==> config.mk <==
export PLATFORM = sky130hd
export DESIGN_NAME = exception_unit
export DESIGN_NICKNAME = d
export VERILOG_FILES = /design/src/rtl/exception_unit.sv
export SDC_FILE = /design/constraint.sdc
export NUM_CORES = 1
export LEC_CHECK = 0
export BUFFER_PORTS_ARGS = -buffer_cell sky130_fd_sc_hd__buf_4
export CORE_AREA = 2 2 114 116
export DETAILED_ROUTE_END_ITERATION = 8
export DIE_AREA = 0 0 116 118
export PLACE_DENSITY = 0.75
export SLEW_MARGIN = 20
export SYNTH_ARGS = -nofsm -noshare
export SYNTH_HDL_FRONTEND = slang
export SYNTH_SLANG_ARGS = --single-unit
==> constraint.sdc <==
create_clock -name clk -period 4 [get_ports clk]
set_clock_uncertainty 0.15 [all_clocks]
set_input_delay 0.6 -clock clk [delete_from_list [all_inputs] [get_ports clk]]
set_output_delay 0.6 -clock clk [all_outputs]
set_load 0.05 [all_outputs]
==> src/rtl/exception_unit.sv <==
// Exception sequencer: picks the oldest faulting pipeline stage (or a pending
// external interrupt), pulses one cause to coprocessor 0, flushes, then waits for EXL.
module exception_unit (
    input  logic        clk,
    input  logic        reset,
    input  logic        if_addrl,
    input  logic        id_ri,
    input  logic        id_sys,
    input  logic        id_tr,
    input  logic        ex_ovf,
    input  logic        mem_addrs,
    input  logic        mem_addrl,
    input  logic [31:0] if_pc,
    input  logic [31:0] id_pc,
    input  logic [31:0] ex_pc,
    input  logic [31:0] mem_pc,
    input  logic [31:0] if_badaddr,
    input  logic [31:0] mem_badaddr,
    input  logic        irq,
    input  logic        exc_level,
    output logic        int_ext,
    output logic        int_tr,
    output logic        int_ovf,
    output logic        int_ri,
    output logic        int_sys,
    output logic        int_addrs,
    output logic        int_addrl,
    output logic [31:0] epc_out,
    output logic [31:0] badvaddr_out,
    output logic        flush,
    output logic        stall,
    output logic [15:0] exc_count
);

    // state  | meaning
    // IDLE   | watching sources; accepts one when exc_level is low
    // REPORT | one-cycle cause pulse, epc/badvaddr presented, pipeline stalled
    // FLUSH  | pipeline contents killed, still stalled
    // BUSY   | handler running; all sources ignored until exc_level drops
    typedef enum logic [1:0] {
        IDLE   = 2'd0,
        REPORT = 2'd1,
        FLUSH  = 2'd2,
        BUSY   = 2'd3
    } state_t;

    localparam logic [6:0] C_ADDRL = 7'b000_0001;
    localparam logic [6:0] C_ADDRS = 7'b000_0010;
    localparam logic [6:0] C_SYS   = 7'b000_0100;
    localparam logic [6:0] C_RI    = 7'b000_1000;
    localparam logic [6:0] C_OVF   = 7'b001_0000;
    localparam logic [6:0] C_TR    = 7'b010_0000;
    localparam logic [6:0] C_EXT   = 7'b100_0000;

    state_t      state;
    logic [6:0]  cause_q;
    logic [31:0] epc_q;
    logic [31:0] bad_q;
    logic [15:0] count_q;
    logic        flush_q;
    logic        stall_q;

    logic        irq_q;
    logic        irq_armed;
    logic        irq_pending;
    logic        irq_rise;

    logic [6:0]  sel_cause;
    logic [31:0] sel_epc;
    logic [31:0] sel_bad;
    logic        accept;
    logic        take_ext;

    // Oldest stage wins; the external interrupt is reported at the EX boundary.
    always_comb begin
        sel_cause = '0;
        sel_epc   = '0;
        sel_bad   = '0;
        if (mem_addrl) begin
            sel_cause = C_ADDRL;
            sel_epc   = mem_pc;
            sel_bad   = mem_badaddr;
        end else if (mem_addrs) begin
            sel_cause = C_ADDRS;
            sel_epc   = mem_pc;
            sel_bad   = mem_badaddr;
        end else if (ex_ovf) begin
            sel_cause = C_OVF;
            sel_epc   = ex_pc;
        end else if (id_ri) begin
            sel_cause = C_RI;
            sel_epc   = id_pc;
        end else if (id_sys) begin
            sel_cause = C_SYS;
            sel_epc   = id_pc;
        end else if (id_tr) begin
            sel_cause = C_TR;
            sel_epc   = id_pc;
        end else if (if_addrl) begin
            sel_cause = C_ADDRL;
            sel_epc   = if_pc;
            sel_bad   = if_badaddr;
        end else if (irq_pending) begin
            sel_cause = C_EXT;
            sel_epc   = ex_pc;
        end
    end

    assign accept   = (state == IDLE) && !exc_level && (sel_cause != '0);
    assign take_ext = accept && (sel_cause == C_EXT);

    // irq_armed masks the first sample after reset so a line already high is not an edge.
    assign irq_rise = irq_armed && irq && !irq_q;

    always_ff @(posedge clk or posedge reset) begin
        if (reset) begin
            irq_q       <= 1'b0;
            irq_armed   <= 1'b0;
            irq_pending <= 1'b0;
        end else begin
            irq_q       <= irq;
            irq_armed   <= 1'b1;
            irq_pending <= (irq_pending && !take_ext) || irq_rise;
        end
    end

    always_ff @(posedge clk or posedge reset) begin
        if (reset) begin
            state   <= IDLE;
            cause_q <= '0;
            epc_q   <= '0;
            bad_q   <= '0;
            count_q <= '0;
            flush_q <= 1'b0;
            stall_q <= 1'b0;
        end else begin
            case (state)
                IDLE: begin
                    cause_q <= '0;
                    flush_q <= 1'b0;
                    stall_q <= 1'b0;
                    if (accept) begin
                        state   <= REPORT;
                        cause_q <= sel_cause;
                        epc_q   <= sel_epc;
                        bad_q   <= sel_bad;
                        stall_q <= 1'b1;
                        count_q <= count_q + 16'd1;
                    end
                end
                REPORT: begin
                    state   <= FLUSH;
                    cause_q <= '0;
                    flush_q <= 1'b1;
                    stall_q <= 1'b1;
                end
                FLUSH: begin
                    state   <= BUSY;
                    cause_q <= '0;
                    flush_q <= 1'b0;
                    stall_q <= 1'b0;
                end
                BUSY: begin
                    cause_q <= '0;
                    flush_q <= 1'b0;
                    stall_q <= 1'b0;
                    if (!exc_level) begin
                        state <= IDLE;
                    end
                end
                default: begin
                    state   <= IDLE;
                    cause_q <= '0;
                    flush_q <= 1'b0;
                    stall_q <= 1'b0;
                end
            endcase
        end
    end

    assign int_addrl    = cause_q[0];
    assign int_addrs    = cause_q[1];
    assign int_sys      = cause_q[2];
    assign int_ri       = cause_q[3];
    assign int_ovf      = cause_q[4];
    assign int_tr       = cause_q[5];
    assign int_ext      = cause_q[6];
    assign epc_out      = epc_q;
    assign badvaddr_out = bad_q;
    assign flush        = flush_q;
    assign stall        = stall_q;
    assign exc_count    = count_q;

endmodule

==> impl_results.md, run 1 <==
* Wirelength per Cell at 17.7 um
* Layout Nets at between 1,000 and 1,500
* Initial Utilization at between 40% and 50%
* Reg clk slew, reported paths at about 0.07 ns
* Register-to-register setup slack at a little over 1 ns
* Mean Syn Cell Area at 8.79 um^2
* Peak supply drop at between 0.0003 and 0.0004 V
* Port Buffer Count at 291
* WP data arrival at around 3.1 ns
* Post-Syn Area at 5050 um^2
* Required time worst endpoint at 4.12 ns
* Startpoint types: register
* HPWL after detailed placement at 13.5 mm
* Commonest non-fill, non-tap cell in the layout: buf_4
* Slew margin rel. at between 30 and 40%
* RSZ-0062 raised after global routing: no
* Max cap viols at 0
* Final hold vios at 0
* Part of the cycle the worst path needs at about 75%
* Largest net degree at the start of global routing at just over 80
* Num Clock Sinks at 94
* Post-synth ARST share at 100%
* Post-synth EDFFs at 0
* Run status: completed
* Total power draw at 5.35 mW
* Worst skew pair latency at between 0.3 and 0.4 ns
* Final GP Congestion at about 0.94
* Cells after Synth at 575
* Ys flop type: dfrtp_1
* Worst r2r src: state[0]$_DFFE_PP0P_
* First-pass GRT wire length at approximately 28 mm
* Share of cells above drive strength 1 at between 30% and 40%
* GR Util All Layers at about 26%
* Multi-input gate area at between 2000 and 2500 um^2
* Final min period at 2.98 ns
* Crit-path max FO at 35
* Non-filler cells, final at 1,017
* Max Slew Vio Count at 0
* Initial antenna violation count at 0
* Crit Path Class: register to register
* Worst Setup SP: state[0]$_DFFE_PP0P_
* Horiz. Die Dim at 116 um
* Cts hold-fix bufs at 0
* Sequential share of the synthesized area at between 40 and 50%
* Row cnt at 41
* Setup TNS at 0 ns
* Clock root cell: clkbuf_16
* DP Cell Count at 1,001
* Final setup violation count at 0
* Slowest stage delay, CP at ~0.82 ns
* Post-CTS resize count at 0
* Crit path cell chain: inv_1, ha_1, nand2b_1, a21oi_4, buf_4, o21ai_0, o21ai_1
* First-pass detailed-route iteration total at 5
* CP endpoint kind: register
* Layout fillers at around 1,100
* R2R cell count at 7
* Min-Delay Path Class: primary input to register
* Static Leak at between 3 and 4 nW
* Area grow syn2layout at 52.0%
* Io pins at slightly below 300
* Final ANT Viol Nets at 0
* Longest Clk Path Bufs at 2
* Vias in the first global route at between 5,000 and 6,000
* Ant diodes at 0
* Count of cell types in the netlist at 44
* Syn nets at ~780
* Dpl ws at 0.959 ns
* DRT iter0 DRCs at 408
* Reg2reg end: epc_out[26]$_DFFE_PP0P_
* Yosys warnings at 0
* Crit path capture: epc_out[26]$_DFFE_PP0P_
* DRC viols at 0
* Cell Pwr Density at slightly below 700 nW/um^2
* Most frequent cells in the layout: buf_4, nor2_1, dfrtp_1
* Slowest stage cell, crit path: a21oi_4
* Vias at between 5,000 and 6,000
* Core ar. at 12,400 um^2
* Least-Margin Pin Slew at 0.983 ns
* Yosys reg bits at 94
* Remaining Overflow, GRT at 0
* Die Y at ~120 um
* CTS tree: done
* CTS H-Tree Depth at 3
* CTS buffer count at 9
* Synth area leader: dfrtp_1
* Register area at 2350 um^2
* Achievable frequency at around 340 MHz
* Final core occ at 61.9%
* Post-CTS Setup Inserts at 0
* Share of the synthesized area in the top cell type at a little under half
* PnR worst setup slack at just over 1 ns
* Final WL at approximately 18 mm
* Ranking of synthesized cells by area: dfrtp_1, a221oi_1, nor2_1, nand2_1, o311ai_0
* Via density at 5.46
* Die area at roughly 14,000 um^2
flip-flops by register name (all words and copies together) (netlist names):
signal,cells
badvaddr_out,32
epc_out,32
exc_count,16
cause_q,7
state,2
flush,1
irq_armed,1
irq_pending,1
irq_q,1
stall,1
routing by layer:
metal | global-route usage, % | routed length, um | vias to the layer above
li1 | - | - | 2605
met5 | 0 | 0 | -
met1 | 30.8 | 6840 | 2598
met4 | 11.5 | 687 | 0
met3 | 4.07 | 1420 | 59
met2 | 44.6 | 9070 | 292
cells by family after synthesis:
logic type / count (synthesis) / synth area share (%)
compound gates: 170 / 24.3
flops: 94 / 46.5
fa+ha+maj: 6 / 1.49
simple gates: 208 / 17.9
xor+xnor: 15 / 2.60
buf+inv: 79 / 6.71
mux: 2 / 0.421
other cells: 1 / 0.0742
worst max-delay path, delay by kind of cell, from the launching register on:
| family | cells | cell delay, ns |
|---|---|---|
| AOI/OAI and AO/OA | 3 | 1.12 |
| and+or+nand+nor | 1 | 0.37 |
| buffers and inverters | 2 | 0.61 |
| DFF | 1 | 0.40 |
| adders and majority gates | 1 | 0.23 |
power by group:
part / total, mW / internal (mW) / switching (mW)
clock: 0.941 / 0.567 / 0.374
sequential: 1.56 / 1.32 / 0.236
combinational: 2.85 / 0.878 / 1.97
total: 5.35 / 2.76 / 2.58
final cells by class:
class	instances	area share (%)
repair buffers	302	29.5
inverters	31	1.55
flip-flops and latches	94	30.6
clock inverters	5	1.06
multi-input cells	402	31.3
well taps	172	2.80
clock buffers	11	3.16
through the flow:
| stage | instance area [um^2] | hold WS, ns |
|---|---|---|
| 2_1_floorplan | 5050 | 0.260 |
| 3_3_place_gp | 7360 | 0.266 |
| 3_5_place_dp | 7360 | 0.288 |
| 4_1_cts | 7680 | 0.212 |
| 5_1_grt | 7680 | 0.214 |
| 6_report | 7680 | 0.219 |
worst min path at each step:
stage | startpoint | slack (ns) | to | cells after the start
after floorplan | irq_q$_DFF_PP0_ | 0.26 | irq_pending$_DFF_PP0_ | 1
after global routing | irq | 0.21 | irq_q$_DFF_PP0_ | 1
after detailed placement | irq_q$_DFF_PP0_ | 0.29 | irq_pending$_DFF_PP0_ | 1
final | irq | 0.22 | irq_q$_DFF_PP0_ | 1
after global placement | irq_q$_DFF_PP0_ | 0.27 | irq_pending$_DFF_PP0_ | 1
after CTS | irq | 0.21 | irq_q$_DFF_PP0_ | 1
cells in the mapped netlist (all sizes together), types with 2 or more instances:
master and number:
nor2 96, dfrtp 94, nand2 65, a221oi 53, o21ai 45, inv 31
clkbuf 28, a21oi 25, o311ai 21, buf 20, nand3 14, a211o 11
a41oi 11, xnor2 9, nor3 7, ha 6, xor2 6, nor4 5
nand4 3, and3 2, nand2b 2, nor3b 2, nor4b 2, or2 2
or3 2, or4 2
(Power assumes the default switching activity.)
==> inputs of run 2 (changes only) <==
- CORE_AREA: 2 2 114 116 -> unset
- CORE_UTILIZATION: unset -> 40
- DIE_AREA: 0 0 116 118 -> unset
- PLACE_DENSITY: 0.75 -> 0.77
- clock period: 4 -> 2.69 ns (I/O delays scaled with it)
==> impl_results.md, run 2 (synthesized netlist as in run 1, its figures left out) <==
* Crit-path max FO at 6
* Required time worst endpoint at 2.81 ns
* Max cap viols at 0
* Run status: completed
* Largest net degree at the start of global routing at between 60 and 70
* Die Y at approximately 110 um
* Hold Path Origin: irq
* Min-Delay Path Class: primary input to register
* GR Util All Layers at between 20% and 30%
* CTS buffer count at 9
* DRC viols at 0
* RSZ-0062 raised after global routing: no
* Cell Pwr Density at 1020 nW/um^2
* Dpl ws at roughly 0.38 ns
* First-pass detailed-route iteration total at 6
* Reg clk slew, reported paths at 0.06 ns
* HPWL after detailed placement at 13.2 mm
* Setup TNS at 0 ns
* Startpoint types: register
* Final WL at around 18 mm
* Horiz. Die Dim at 114 um
* Post-CTS Setup Inserts at 0
* Layout Nets at 1,059
* Final ANT Viol Nets at 0
* Core ar. at between 10,000 and 15,000 um^2
* Cts hold-fix bufs at 1
* Peak supply drop at between 0.0006 and 0.0007 V
* Slew margin rel. at a little under half
* Register-to-register setup slack at about 0.38 ns
* Vias at between 5,000 and 6,000
* Area grow syn2layout at 53.9%
* Post-CTS resize count at 0
* Final setup violation count at 0
* DP Cell Count at around 1,000
* Remaining Overflow, GRT at 0
* R2R cell count at 6
* Non-filler cells, final at approximately 1,000
* Least-Margin Pin Slew at slightly below 0.8 ns
* Crit Path Class: register to register
* Part of the cycle the worst path needs at 85.8%
* First-pass GRT wire length at 27.8 mm
* Commonest non-fill, non-tap cell in the layout: buf_4
* Worst r2r src: state[0]$_DFFE_PP0P_
* Hold EP: irq_q$_DFF_PP0_
* Layout fillers at just over 1,000
* Port Buffer Count at around 290
* Vias in the first global route at around 5,500
* Final hold vios at 0
* Longest Clk Path Bufs at 2
* Final GP Congestion at roughly 0.9
* Initial antenna violation count at 0
* Worst skew pair latency at approximately 0.35 ns
* Final min period at about 2.3 ns
* WP data arrival at 2.43 ns
* Static Leak at 3.70 nW
* Reg2reg end: exc_count[15]$_DFFE_PP0P_
* Num Clock Sinks at 94
* Row cnt at 40
* Max Slew Vio Count at 0
* Hold WS at between 0.015 and 0.02 ns
* CP endpoint kind: register
* Clock root cell: clkbuf_16
* Via density at between 5 and 6
* Wirelength per Cell at about 18 um
* Initial Utilization at 41.6%
* Worst Setup SP: state[0]$_DFFE_PP0P_
* Share of cells above drive strength 1 at 39.1%
* Total power draw at about 8 mW
* PnR worst setup slack at around 0.38 ns
* Die area at between 10,000 and 15,000 um^2
* Io pins at approximately 300
* CTS tree: done
* DRT iter0 DRCs at between 400 and 500
* Ant diodes at 0
* Most frequent cells in the layout: buf_4, nor2_1, dfrtp_1
* Achievable frequency at about 430 MHz
* Hold depth at 1
* CTS H-Tree Depth at 3
==> run 2: metal layers <==
layer / vias to the layer above / global-route usage [%] / part of all wire (%)
met5: - / 0 / 0
met3: 49 / 6.67 / 8.2
met4: 0 / 13.4 / 3.4
met2: 295 / 45.6 / 48
met1: 2712 / 34.1 / 40
li1: 2641 / - / -
==> run 2: layout make-up <==
class	instances	area (um^2)	area share (%)
clock buffers	13	240	3.09
clock inverters	3	68.8	0.885
well taps	168	210	2.70
repair buffers	312	2380	30.6
flip-flops and latches	94	2350	30.2
multi-input cells	402	2410	30.9
inverters	31	120	1.54
==> run 2: how the worst max path moves through the flow <==
stage	slack, ns	endpoint
6_report	0.38	exc_count[15]$_DFFE_PP0P_
4_1_cts	0.39	epc_out[20]$_DFFE_PP0P_
2_1_floorplan	0.67	exc_count[10]$_DFFE_PP0P_
3_3_place_gp	0.48	badvaddr_out[27]$_DFFE_PP0P_
3_5_place_dp	0.38	badvaddr_out[5]$_DFFE_PP0P_
5_1_grt	0.11	exc_count[11]$_DFFE_PP0P_
==> run 2: critical path, cell delays in order (launching register included) <==
cell      delay, ns
dfrtp_1        0.41
inv_1          0.14
ha_1           0.22
nor2b_1        0.46
o211ai_2       0.29
nor4bb_1       0.38
xor2_1         0.19
==> run 2: power by group <==
part	switching [mW]	internal (mW)
combinational	2.92	1.33
sequential	0.346	1.96
clock	0.542	0.818
total	3.81	4.11
==> run 2: through the flow <==
| stage | utilization (%) | cell area [um^2] |
|---|---|---|
| global route | 64.0 | 7780 |
| detailed placement | 61.3 | 7460 |
| CTS | 64.0 | 7780 |
| finish | 64.0 | 7780 |
| floorplan | - | 5060 |
| global placement | 61.3 | 7460 |
==> inputs of run 3 (changes only) <==
- CORE_UTILIZATION: 40 -> 41
- CTS_BUF_LIST: unset -> sky130_fd_sc_hd__clkbuf_8
- PLACE_DENSITY: 0.77 -> 0.79
==> impl_results.md, run 3 (synthesized netlist as in run 1, its figures left out) <==
* Run status: finished with violations
* Failing checks: hold timing
* Die area at between 10,000 and 15,000 um^2
* Row cnt at 40
* Cell Pwr Density at about 1000 nW/um^2
* CTS H-Tree Depth at 3
* Setup TNS at 0 ns
* Layout Nets at 1,063
* WP data arrival at about 2.5 ns
* Via density at 5.68
* Core ar. at approximately 12,000 um^2
* Static Leak at approximately 3.7 nW
* Io pins at just under 300
* CTS buffer count at 9
* First-pass GRT wire length at roughly 28 mm
* Register area at roughly 2400 um^2
* Dpl ws at just under 0.4 ns
* DRC viols at 0
* Worst skew pair latency at 0.37 ns
* Layout fillers at approximately 1,000
* Multi-input gate area at approximately 2400 um^2
* Initial Utilization at 42.1%
* Commonest non-fill, non-tap cell in the layout: buf_4
* Share of cells above drive strength 1 at around 40%
* Area grow syn2layout at 51.3%
* Final hold vios at 28
* Worst Setup SP: state[0]$_DFFE_PP0P_
* Remaining Overflow, GRT at 0
* Final ANT Viol Nets at 0
* Crit Path Class: register to register
* Wirelength per Cell at approximately 18 um
* Part of the cycle the worst path needs at 86.6%
* Worst r2r src: state[0]$_DFFE_PP0P_
* Longest Clk Path Bufs at 2
* Num Clock Sinks at between 90 and 100
* CTS tree: done
* PnR worst setup slack at roughly 0.36 ns
* Crit path capture: exc_count[13]$_DFFE_PP0P_
* Register-to-register setup slack at approximately 0.36 ns
* HPWL after detailed placement at about 14 mm
* Clock root cell: clkbuf_8
* DRT iter0 DRCs at roughly 470
* Vias at 5,713
* Hold WS at -0.0247 ns
* R2R cell count at 6
* Largest net degree at the start of global routing at 57
* Final min period at roughly 2.3 ns
* Slew margin rel. at between 40% and 50%
* Max Slew Vio Count at 0
* RSZ-0062 raised after global routing: no
* Startpoint types: register
* First-pass detailed-route iteration total at 5
* Max cap viols at 0
* Total power draw at ~7.5 mW
* Ant diodes at 0
* Required time worst endpoint at around 2.8 ns
* Horiz. Die Dim at between 100 and 150 um
* Final core occ at between 60% and 70%
* Port Buffer Count at 291
* Reg clk slew, reported paths at ~0.090 ns
* Achievable frequency at between 400 and 500 MHz
* Crit-path max FO at 6
* Reg2reg end: exc_count[13]$_DFFE_PP0P_
* Final GP Congestion at about 0.89
* Least-Margin Pin Slew at ~0.76 ns
* Final setup violation count at 0
* Die Y at roughly 110 um
* Final WL at ~18 mm
* Min-Delay Path Class: primary input to asynchronous set/reset pin
* Peak supply drop at ~0.00061 V
* Most frequent cells in the layout: buf_4, nor2_1, dfrtp_1
* Vias in the first global route at 5,703
* GR Util All Layers at ~28%
* CP endpoint kind: register
* Initial antenna violation count at 0
==> run 3: cell count changes in the layout (fill, tap and decap cells not counted), sizes merged <==
cell / before / now
buf: 311 / 315
clkinvlp: 1 / 2
inv: 30 / 31
clkinv: 1 / 4
clkbuf: 13 / 10
bufinv: 2 / 0
==> run 3: critical path, stage by stage (launching register included) <==
cell      delay [ns]
dfrtp_1         0.42
inv_1           0.13
ha_1            0.25
nor2b_1         0.44
o211ai_2        0.27
nor4b_1         0.39
xor2_1          0.19
==> run 3: area by class of cell <==
class / instances / share of cell area [%]
tap: 147 / 2.41
clock inverter: 6 / 0.605
timing repair buffer: 316 / 31.4
multi-input combinational: 402 / 31.5
clock buffer: 10 / 1.80
inverter: 31 / 1.57
sequential: 94 / 30.8
==> run 3: worst min path at each step <==
stage,slack (ns),to
6_report,-0.02,badvaddr_out[31]$_DFFE_PP0P_
3_3_place_gp,0.26,irq_pending$_DFF_PP0_
4_1_cts,0.001,badvaddr_out[0]$_DFFE_PP0P_
3_5_place_dp,0.29,irq_pending$_DFF_PP0_
5_1_grt,0.03,badvaddr_out[31]$_DFFE_PP0P_
2_1_floorplan,0.26,irq_pending$_DFF_PP0_
==> run 3: metrics by stage <==
step / instance area [um^2] / cells / hold slack [ns]
global route: 7650 / 1006 / 0.0345
finish: 7650 / 1006 / -0.0247
CTS: 7650 / 1006 / 0.00129
global placement: 7450 / 989 / 0.264
floorplan: 5060 / 575 / 0.260
detailed placement: 7450 / 989 / 0.295
==> run 3: layer usage <==
metal | up-vias | wire [um] | global-route usage (%)
li1 | 2636 | - | -
met1 | 2722 | 7320 | 35.7
met2 | 312 | 9090 | 48.1
met3 | 43 | 1270 | 4.71
met4 | 0 | 509 | 12.6
met5 | - | 0 | 0
==> run 3: repair_timing <==
item                      CTS  global route
hold endpoints to repair    1             0
gates resized for setup     0             0
hold buffers                1             0
buffers inserted            0             0
==> run 3: where the power goes <==
part,switching [mW],internal [mW],total [mW]
Combinational,2.93,1.34,4.26
Sequential,0.357,1.96,2.32
Clock,0.542,0.368,0.910
